===== src/rtl/verify_pkg.sv =====
// Shared types and field-layout helpers for the receiver-side message verifier.
package verify_pkg;

  typedef enum logic [2:0] {
    ST_OK       = 3'd0,
    ST_TAG_FAIL = 3'd1,
    ST_STALE    = 3'd2,
    ST_FUTURE   = 3'd3,
    ST_REPLAY   = 3'd4
  } status_e;

  typedef enum logic [1:0] {
    S_IDLE  = 2'd0,
    S_CHECK = 2'd1,
    S_HOLD  = 2'd2
  } state_e;

  function automatic int unsigned payload_w(input int unsigned msg_w, input int unsigned tag_w);
    return msg_w - tag_w;
  endfunction

  // Timestamp occupies the top TS_W bits of the frame.
  function automatic int unsigned ts_lsb(input int unsigned msg_w, input int unsigned ts_w);
    return msg_w - ts_w;
  endfunction

  localparam int unsigned DEF_MSG_W     = 512;
  localparam int unsigned DEF_TAG_W     = 40;
  localparam int unsigned DEF_TS_W      = 32;
  localparam int unsigned DEF_PAYLOAD_W = payload_w(DEF_MSG_W, DEF_TAG_W);
  localparam int unsigned DEF_TS_LSB    = ts_lsb(DEF_MSG_W, DEF_TS_W);

endpackage


===== src/rtl/verify_message_stream_ts_window_check.sv =====
// Freshness window compare; one extra bit of headroom so neither edge wraps.
module ts_window_check #(
  parameter int unsigned TS_W  = 32,
  parameter int unsigned THR_W = 10
) (
  input  logic [TS_W-1:0]  ts,
  input  logic [TS_W-1:0]  now,
  input  logic [THR_W-1:0] thr,
  output logic             stale,
  output logic             future
);

  localparam int unsigned XW = TS_W + 1;

  logic [XW-1:0] ts_x;
  logic [XW-1:0] now_x;
  logic [XW-1:0] thr_x;

  assign ts_x  = {1'b0, ts};
  assign now_x = {1'b0, now};
  assign thr_x = XW'(thr);

  assign stale  = (ts_x + thr_x) < now_x;
  assign future = ts_x > (now_x + thr_x);

endmodule


===== src/rtl/verify_message_stream.sv =====
// Receiver-side message verifier: tag, freshness and replay checks with a held result handshake.
//
// state   | meaning
// --------+-----------------------------------------------------------
// S_IDLE  | in_ready high, waiting for a frame to capture
// S_CHECK | captured frame evaluated; result, history, counters update
// S_HOLD  | out_valid high with outputs frozen until out_ready
module verify_message_stream
  import verify_pkg::*;
#(
  parameter int unsigned MSG_W     = 512,
  parameter int unsigned TAG_W     = 40,
  parameter int unsigned TS_W      = 32,
  parameter int unsigned THR_W     = 10,
  parameter int unsigned CNT_W     = 16,
  parameter bit          REPLAY_EN = 1'b1
) (
  input  logic                   clk,
  input  logic                   reset,
  input  logic                   flush,
  input  logic                   in_valid,
  output logic                   in_ready,
  input  logic [MSG_W-1:0]       in_frame,
  input  logic [TAG_W-1:0]       in_exp_tag,
  input  logic [TS_W-1:0]        now_ts,
  input  logic [THR_W-1:0]       threshold,
  output logic                   out_valid,
  input  logic                   out_ready,
  output logic [MSG_W-TAG_W-1:0] out_payload,
  output logic [2:0]             out_status,
  output logic                   out_ok,
  output logic [CNT_W-1:0]       ok_cnt,
  output logic [CNT_W-1:0]       err_cnt
);

  localparam int unsigned PAY_W  = payload_w(MSG_W, TAG_W);
  localparam int unsigned TS_LSB = ts_lsb(MSG_W, TS_W);

  state_e            state;
  logic [MSG_W-1:0]  cap_frame;
  logic [TAG_W-1:0]  cap_tag;
  logic [TS_W-1:0]   cap_now;
  logic [THR_W-1:0]  cap_thr;
  logic              have_last;
  logic [TS_W-1:0]   last_ts;

  logic [TS_W-1:0]   cap_ts;
  logic [PAY_W-1:0]  cap_payload;
  logic              tag_fail;
  logic              stale;
  logic              future;
  logic              replay;
  status_e           status_nxt;

  assign cap_ts      = cap_frame[TS_LSB +: TS_W];
  assign cap_payload = cap_frame[MSG_W-1:TAG_W];
  assign tag_fail    = cap_frame[TAG_W-1:0] != cap_tag;
  assign replay      = REPLAY_EN && have_last && (cap_ts <= last_ts);

  ts_window_check #(
    .TS_W  (TS_W),
    .THR_W (THR_W)
  ) u_window (
    .ts     (cap_ts),
    .now    (cap_now),
    .thr    (cap_thr),
    .stale  (stale),
    .future (future)
  );

  always_comb begin
    status_nxt = ST_OK;
    if (tag_fail)    status_nxt = ST_TAG_FAIL;
    else if (stale)  status_nxt = ST_STALE;
    else if (future) status_nxt = ST_FUTURE;
    else if (replay) status_nxt = ST_REPLAY;
  end

  always_ff @(posedge clk or posedge reset) begin
    if (reset) begin
      state       <= S_IDLE;
      in_ready    <= 1'b0;
      out_valid   <= 1'b0;
      out_payload <= '0;
      out_status  <= ST_OK;
      out_ok      <= 1'b0;
      cap_frame   <= '0;
      cap_tag     <= '0;
      cap_now     <= '0;
      cap_thr     <= '0;
      have_last   <= 1'b0;
      last_ts     <= '0;
      ok_cnt      <= '0;
      err_cnt     <= '0;
    end else begin
      case (state)
        S_IDLE: begin
          in_ready <= 1'b1;
          if (in_valid && in_ready) begin
            cap_frame <= in_frame;
            cap_tag   <= in_exp_tag;
            cap_now   <= now_ts;
            cap_thr   <= threshold;
            in_ready  <= 1'b0;
            state     <= S_CHECK;
          end
        end
        S_CHECK: begin
          out_valid  <= 1'b1;
          out_status <= status_nxt;
          if (status_nxt == ST_OK) begin
            out_ok      <= 1'b1;
            out_payload <= cap_payload;
            last_ts     <= cap_ts;
            have_last   <= 1'b1;
            if (ok_cnt != '1) ok_cnt <= ok_cnt + CNT_W'(1);
          end else begin
            out_ok      <= 1'b0;
            out_payload <= '0;
            if (err_cnt != '1) err_cnt <= err_cnt + CNT_W'(1);
          end
          state <= S_HOLD;
        end
        S_HOLD: begin
          if (out_ready) begin
            out_valid <= 1'b0;
            in_ready  <= 1'b1;
            state     <= S_IDLE;
          end
        end
        default: state <= S_IDLE;
      endcase
      // Flush overrides any history/counter update made by CHECK this cycle.
      if (flush) begin
        have_last <= 1'b0;
        last_ts   <= '0;
        ok_cnt    <= '0;
        err_cnt   <= '0;
      end
    end
  end

endmodule


===== config.mk =====
export PLATFORM = sky130hd
export DESIGN_NAME = verify_message_stream
export DESIGN_NICKNAME = d
export VERILOG_FILES = /design/src/rtl/verify_pkg.sv /design/src/rtl/verify_message_stream_ts_window_check.sv /design/src/rtl/verify_message_stream.sv
export SDC_FILE = /design/constraint.sdc
export NUM_CORES = 2
export LEC_CHECK = 0
export BUFFER_PORTS_ARGS = -buffer_cell sky130_fd_sc_hd__clkbuf_2
export CAP_MARGIN = 20
export CORE_AREA = 2 2 430 432
export CTS_BUF_LIST = sky130_fd_sc_hd__clkbuf_8
export DETAILED_ROUTE_END_ITERATION = 12
export DIE_AREA = 0 0 432 434
export PLACE_DENSITY = 0.51
export SLEW_MARGIN = 5
export SYNTH_ARGS = -nofsm -noshare
export SYNTH_HDL_FRONTEND = slang
export SYNTH_SLANG_ARGS = --single-unit
export TNS_END_PERCENT = 100

===== constraint.sdc =====
create_clock -name clk -period 47 [get_ports clk]
set_clock_uncertainty 0.15 [all_clocks]
set_input_delay 9.4 -clock clk [delete_from_list [all_inputs] [get_ports clk]]
set_output_delay 9.4 -clock clk [all_outputs]
set_load 0.005 [all_outputs]

* Word-level counts from Yosys, hierarchy flattened
Index checks and enable logic that the tools add are counted.
W data, S select, Z words.
** Cells by class
- Magnitude comparators :: 3
- Eq/ne operators :: 8
- Reductions and logical operators :: 17
- Muxes and demuxes :: 28
- Add/sub/neg operators :: 4
** Operator list (number)
- $mux W472 :: 1
- $mux W16 :: 8
- $mux W32 :: 3
- $add A32 B10 Y33 :: 2
- $ne A40 B40 Y1 :: 1
- $gt A32 B33 Y1 :: 1
- $lt A33 B32 Y1 :: 1
- $add A16 B1 Y16 const B :: 2
- $le A32 B32 Y1 :: 1
- $ne A16 B16 Y1 const B :: 2
- $mux W3 :: 4
- $reduce_bool A2 Y1 :: 6
- $reduce_and A2 Y1 :: 5
- $mux W1 :: 7
- $ne A2 B2 Y1 const B :: 3
- $pmux W2 S3 :: 1
- $reduce_and A3 Y1 :: 2
- $mux W2 :: 2
- $pmux W1 S2 :: 2
- $logic_not A3 Y1 :: 1
- $eq A2 B1 Y1 const B :: 1
- $eq A2 B2 Y1 const B :: 1
- $logic_and A1 B1 Y1 :: 2
- $logic_not A2 Y1 :: 1
** Storage, ports and cells
- Word-level logic and storage cells :: 74
- Flip-flop bits (word level) :: 1139
- Output and inout port bits :: 510
- Input port bits :: 599

* Logic depth before layout (Yosys ltp)
- Depth in word-level cells :: 10
- Mapped depth :: 22
- Mapped depth without buffers :: 20

* Modules after synthesis
Synthesis repeated with hierarchy kept, for this count alone.
** Unflattened totals
- Cells, all modules :: 3323
- Area total of the unflattened synthesis :: 46109.2 µm²
** Modules (own cells, without submodules)
- verify_message_stream :: area an instance 42916.2 µm², sequential area each 28502.3 µm², times used 1, cells each 2891
- ts_window_check :: area an instance 3193.1 µm², sequential area each 0.0 µm², times used 1, cells each 432

* Worst setup path before layout
Ideal clock, no wire load.
- Path kind :: input to register
- Start point :: input port in_valid
- End point :: register cap_frame[0]
- Data arrival time :: 10.791 ns
- Stages on the path :: 6
- Path buffers :: 3
- Data required time :: 46.725 ns
- Slack :: 35.934 ns
- Library setup time :: 0.125 ns
- Cells stage by stage :: nand2_1 > nor3_1 > clkbuf_1 > clkbuf_1 > clkbuf_1 > mux2_2
** On the way
- Longest elaborated chain between the ends :: 2
** RTL lines
- from (decl) :: RTL line verify_message_stream.sv:21 : input logic in_valid,
- $logic_and A1 B1 Y1 :: RTL line verify_message_stream.sv:99 : if (in_valid && in_ready) begin
- $reduce_and A2 Y1 (no line)
- to (signal assigned) :: RTL line verify_message_stream.sv:100 : cap_frame <= in_frame;
- to (decl) :: RTL line verify_message_stream.sv:40 : logic [MSG_W-1:0] cap_frame;
No other way between the ends.
A chain may end at the register's enable or synchronous reset.

==> run metrics <==
status complete, no violations; total power 3.38 mW; EDFF count, synth 0; via count 32709; Die X-Extent 432 µm; cts repair resizes 0; layout cells sized above 1 43.6%; top_reg_cell synth dfrtp_1; crit path kind primary input to async pin; Worst setup SP type primary input; CP max-delay cell buf_4; Post-CTS Setup Bufs 0; drt pass-1 iters 5; Power Density 58.0 nW/µm²; Async S/R FF share, synth 100%; peak supply drop 0.0000387 V; Max Cap Violations 0; Netlist Area Pre-Place 45900 µm²; CTS Sinks 1139; setup TNS 0 ps; Post-CTS Hold Fix Bufs 0; Final setup viols 0; GP Congestion 0.868; min Tclk post-route 12550 ps; Synth area leaders dfrtp_1 62%, mux2_2 14%, a22o_1 8.4%, ha_1 3.2%, nand2_1 1.7%; register area share after synthesis 62.1%; antenna violations before repair 71; TritonCTS Buffers 204; # port buffers 1108; Filler cells 18406; post-synth top area share 62.1%; most used cell, CP buf_4; Post-DP HPWL 133000 µm; CP max FO 106; global-route wire length before repair 249000 µm; Yosys top cell by area dfrtp_1; Initial Util 25.1%; top cells by count, synth 1139 x dfrtp_1, 566 x mux2_2, 440 x a22o_1, 212 x nand2_1, 138 x clkbuf_1; DR WL/cell 25.4 µm; net count after synthesis 4051; number of DRC markers in iteration 0 2404; crit end category async pin; area of the multi-input gates 16200 µm²; grt total ovfl 0; CP cell instances clkbuf_2, inv_8, buf_4, buf_4, buf_4, buf_4; H-tree depth 4; achievable frequency 0.0797 GHz; Hold Vio Cnt, Final 0; Post-DRT Antenna Nets 0; P&R area growth vs syn 27.2%; synthesized flop and latch total 1139; Die Y 434 µm; synthesized instance count 3333; worst endpoint required time 47770 ps; clk_lat worst skew 960 ps; Yosys cell types 57; fin. max-slew vios 0; Vias per Instance 4.63; largest net degree at the start of global routing 196; final wirelength 179000 µm; clk buf depth 3; full die area 187000 µm²; worst hold path class flip-flop to flip-flop; Slew @ Worst Pin 1320 ps; gr usage total 18.6%; Slowest Stage Delay on Critical Path 840 ps; Worst-path clk slew 60 ps; DRC 0; Pleak 28.4 nW; Mapped Avg Cell Area 13.8 µm²; IO Pins 1109; Ys Warns 0; root buffer cell clkbuf_8; RSZ-0062 raised after global routing false; crit path DAT 13320 ps; core box area 182000 µm²; # rows 157; register area 28500 µm²; number of global-route vias before repair 32806; TritonCTS clock tree built; Slew HR 11.7%; Final #Nets 5205; most frequent cell after synthesis dfrtp_1; crit share post-route 26.7%
## registers in the layout, summed over array words and instances (netlist names)
signal / count
out_ok: 1
err_cnt: 16
out_payload: 472
last_ts: 32
cap_now: 32
state: 2
out_status: 3
have_last: 1
cap_tag: 40
cap_thr: 10
ok_cnt: 16
cap_frame: 512
out_valid: 1
in_ready: 1
## metrics by stage
step / cell area, µm² / utilization [%] / instances / hold WS (ps) / setup slack (ps)
after floorplan: 45900 / - / 3333 / 312 / 5370
after global placement: 53900 / 29.5 / 6665 / 306 / 33290
after global routing: 58300 / 32.0 / 7053 / 341 / 33840
after detailed placement: 53900 / 29.5 / 6665 / 311 / 33230
final: 58300 / 32.0 / 7057 / 320 / 34450
after CTS: 58200 / 31.9 / 7033 / 315 / 34310
## area by class of cell
class / instances / share of cell area [%]
Sequential cell: 1139 / 48.9
Multi-Input combinational cell: 1909 / 27.8
Timing Repair Buffer: 1141 / 10.1
Clock buffer: 249 / 5.88
Tap cell: 2385 / 5.12
Clock inverter: 119 / 1.56
Inverter: 92 / 0.605
Antenna cell: 23 / 0.0987
## worst max-delay path: cells and delay by family
kind,cells,cell delay [ps]
buf+inv,6,3710
## cell families after synthesis
logic type	synth area share, %
DFF	62.1
AOI/OAI and AO/OA	11.4
muxes	14.0
and+or+nand+nor	4.64
buffers and inverters	2.58
adders and majority gates	3.28
xor gates and xnor gates	1.93
## path summary, 6_finish.rpt
| path | endpoint | depth (start not counted) | slack [ps] | from |
|---|---|---|---|---|
| setup / recovery | out_payload[268]$_DFFE_PP0P_ | 6 | 34450 | reset |
| hold / removal | out_payload[442]$_DFFE_PP0P_ | 2 | 320 | out_payload[442]$_DFFE_PP0P_ |
| setup reg to reg | out_payload[303]$_DFFE_PP0P_ | 19 | 38580 | cap_now[10]$_DFFE_PP0P_ |
| hold reg to reg | out_payload[442]$_DFFE_PP0P_ | 2 | 320 | out_payload[442]$_DFFE_PP0P_ |
| max in group clk | cap_frame[382]$_DFFE_PP0P_ | 7 | 35110 | in_valid |
| min in group asynchronous | last_ts[9]$_DFFE_PP0P_ | 2 | 8440 | reset |
## layout by cell type, fill, tap and decap left out, drive strengths merged, types with 7 or more instances in the layout
cell type     n
and4          9
inv         166
nand3        52
buf          33
a211oi        9
nor4         15
xor2         43
dfrtp      1139
ha          117
nand2       212
nor2         45
nand4        35
a21oi       102
clkinv       33
clkbuf     1357
diode        23
nor3         15
mux2        570
nor2b        14
o21a          7
bufinv        9
a21o         27
and3         19
or3          11
o21ai        64
xnor2        58
a22o        440
## report_power, final
part | switching, mW | leakage (nW) | internal [mW]
Sequential | 0.213 | 14.6 | 1.25
Combinational | 0.472 | 11.3 | 0.461
Clock | 0.455 | 2.48 | 0.534
Total | 1.14 | 28.4 | 2.24
## layer usage
metal | up-vias | global-route usage (%) | wire, µm
met2 | 1063 | 29.8 | 86400
met4 | 10 | 6.44 | 5450
met5 | - | 0 | 70
li1 | 14483 | - | -
met3 | 336 | 6.25 | 13900
met1 | 16817 | 23.2 | 73400
Note: power is estimated with default switching activity, not from simulation.
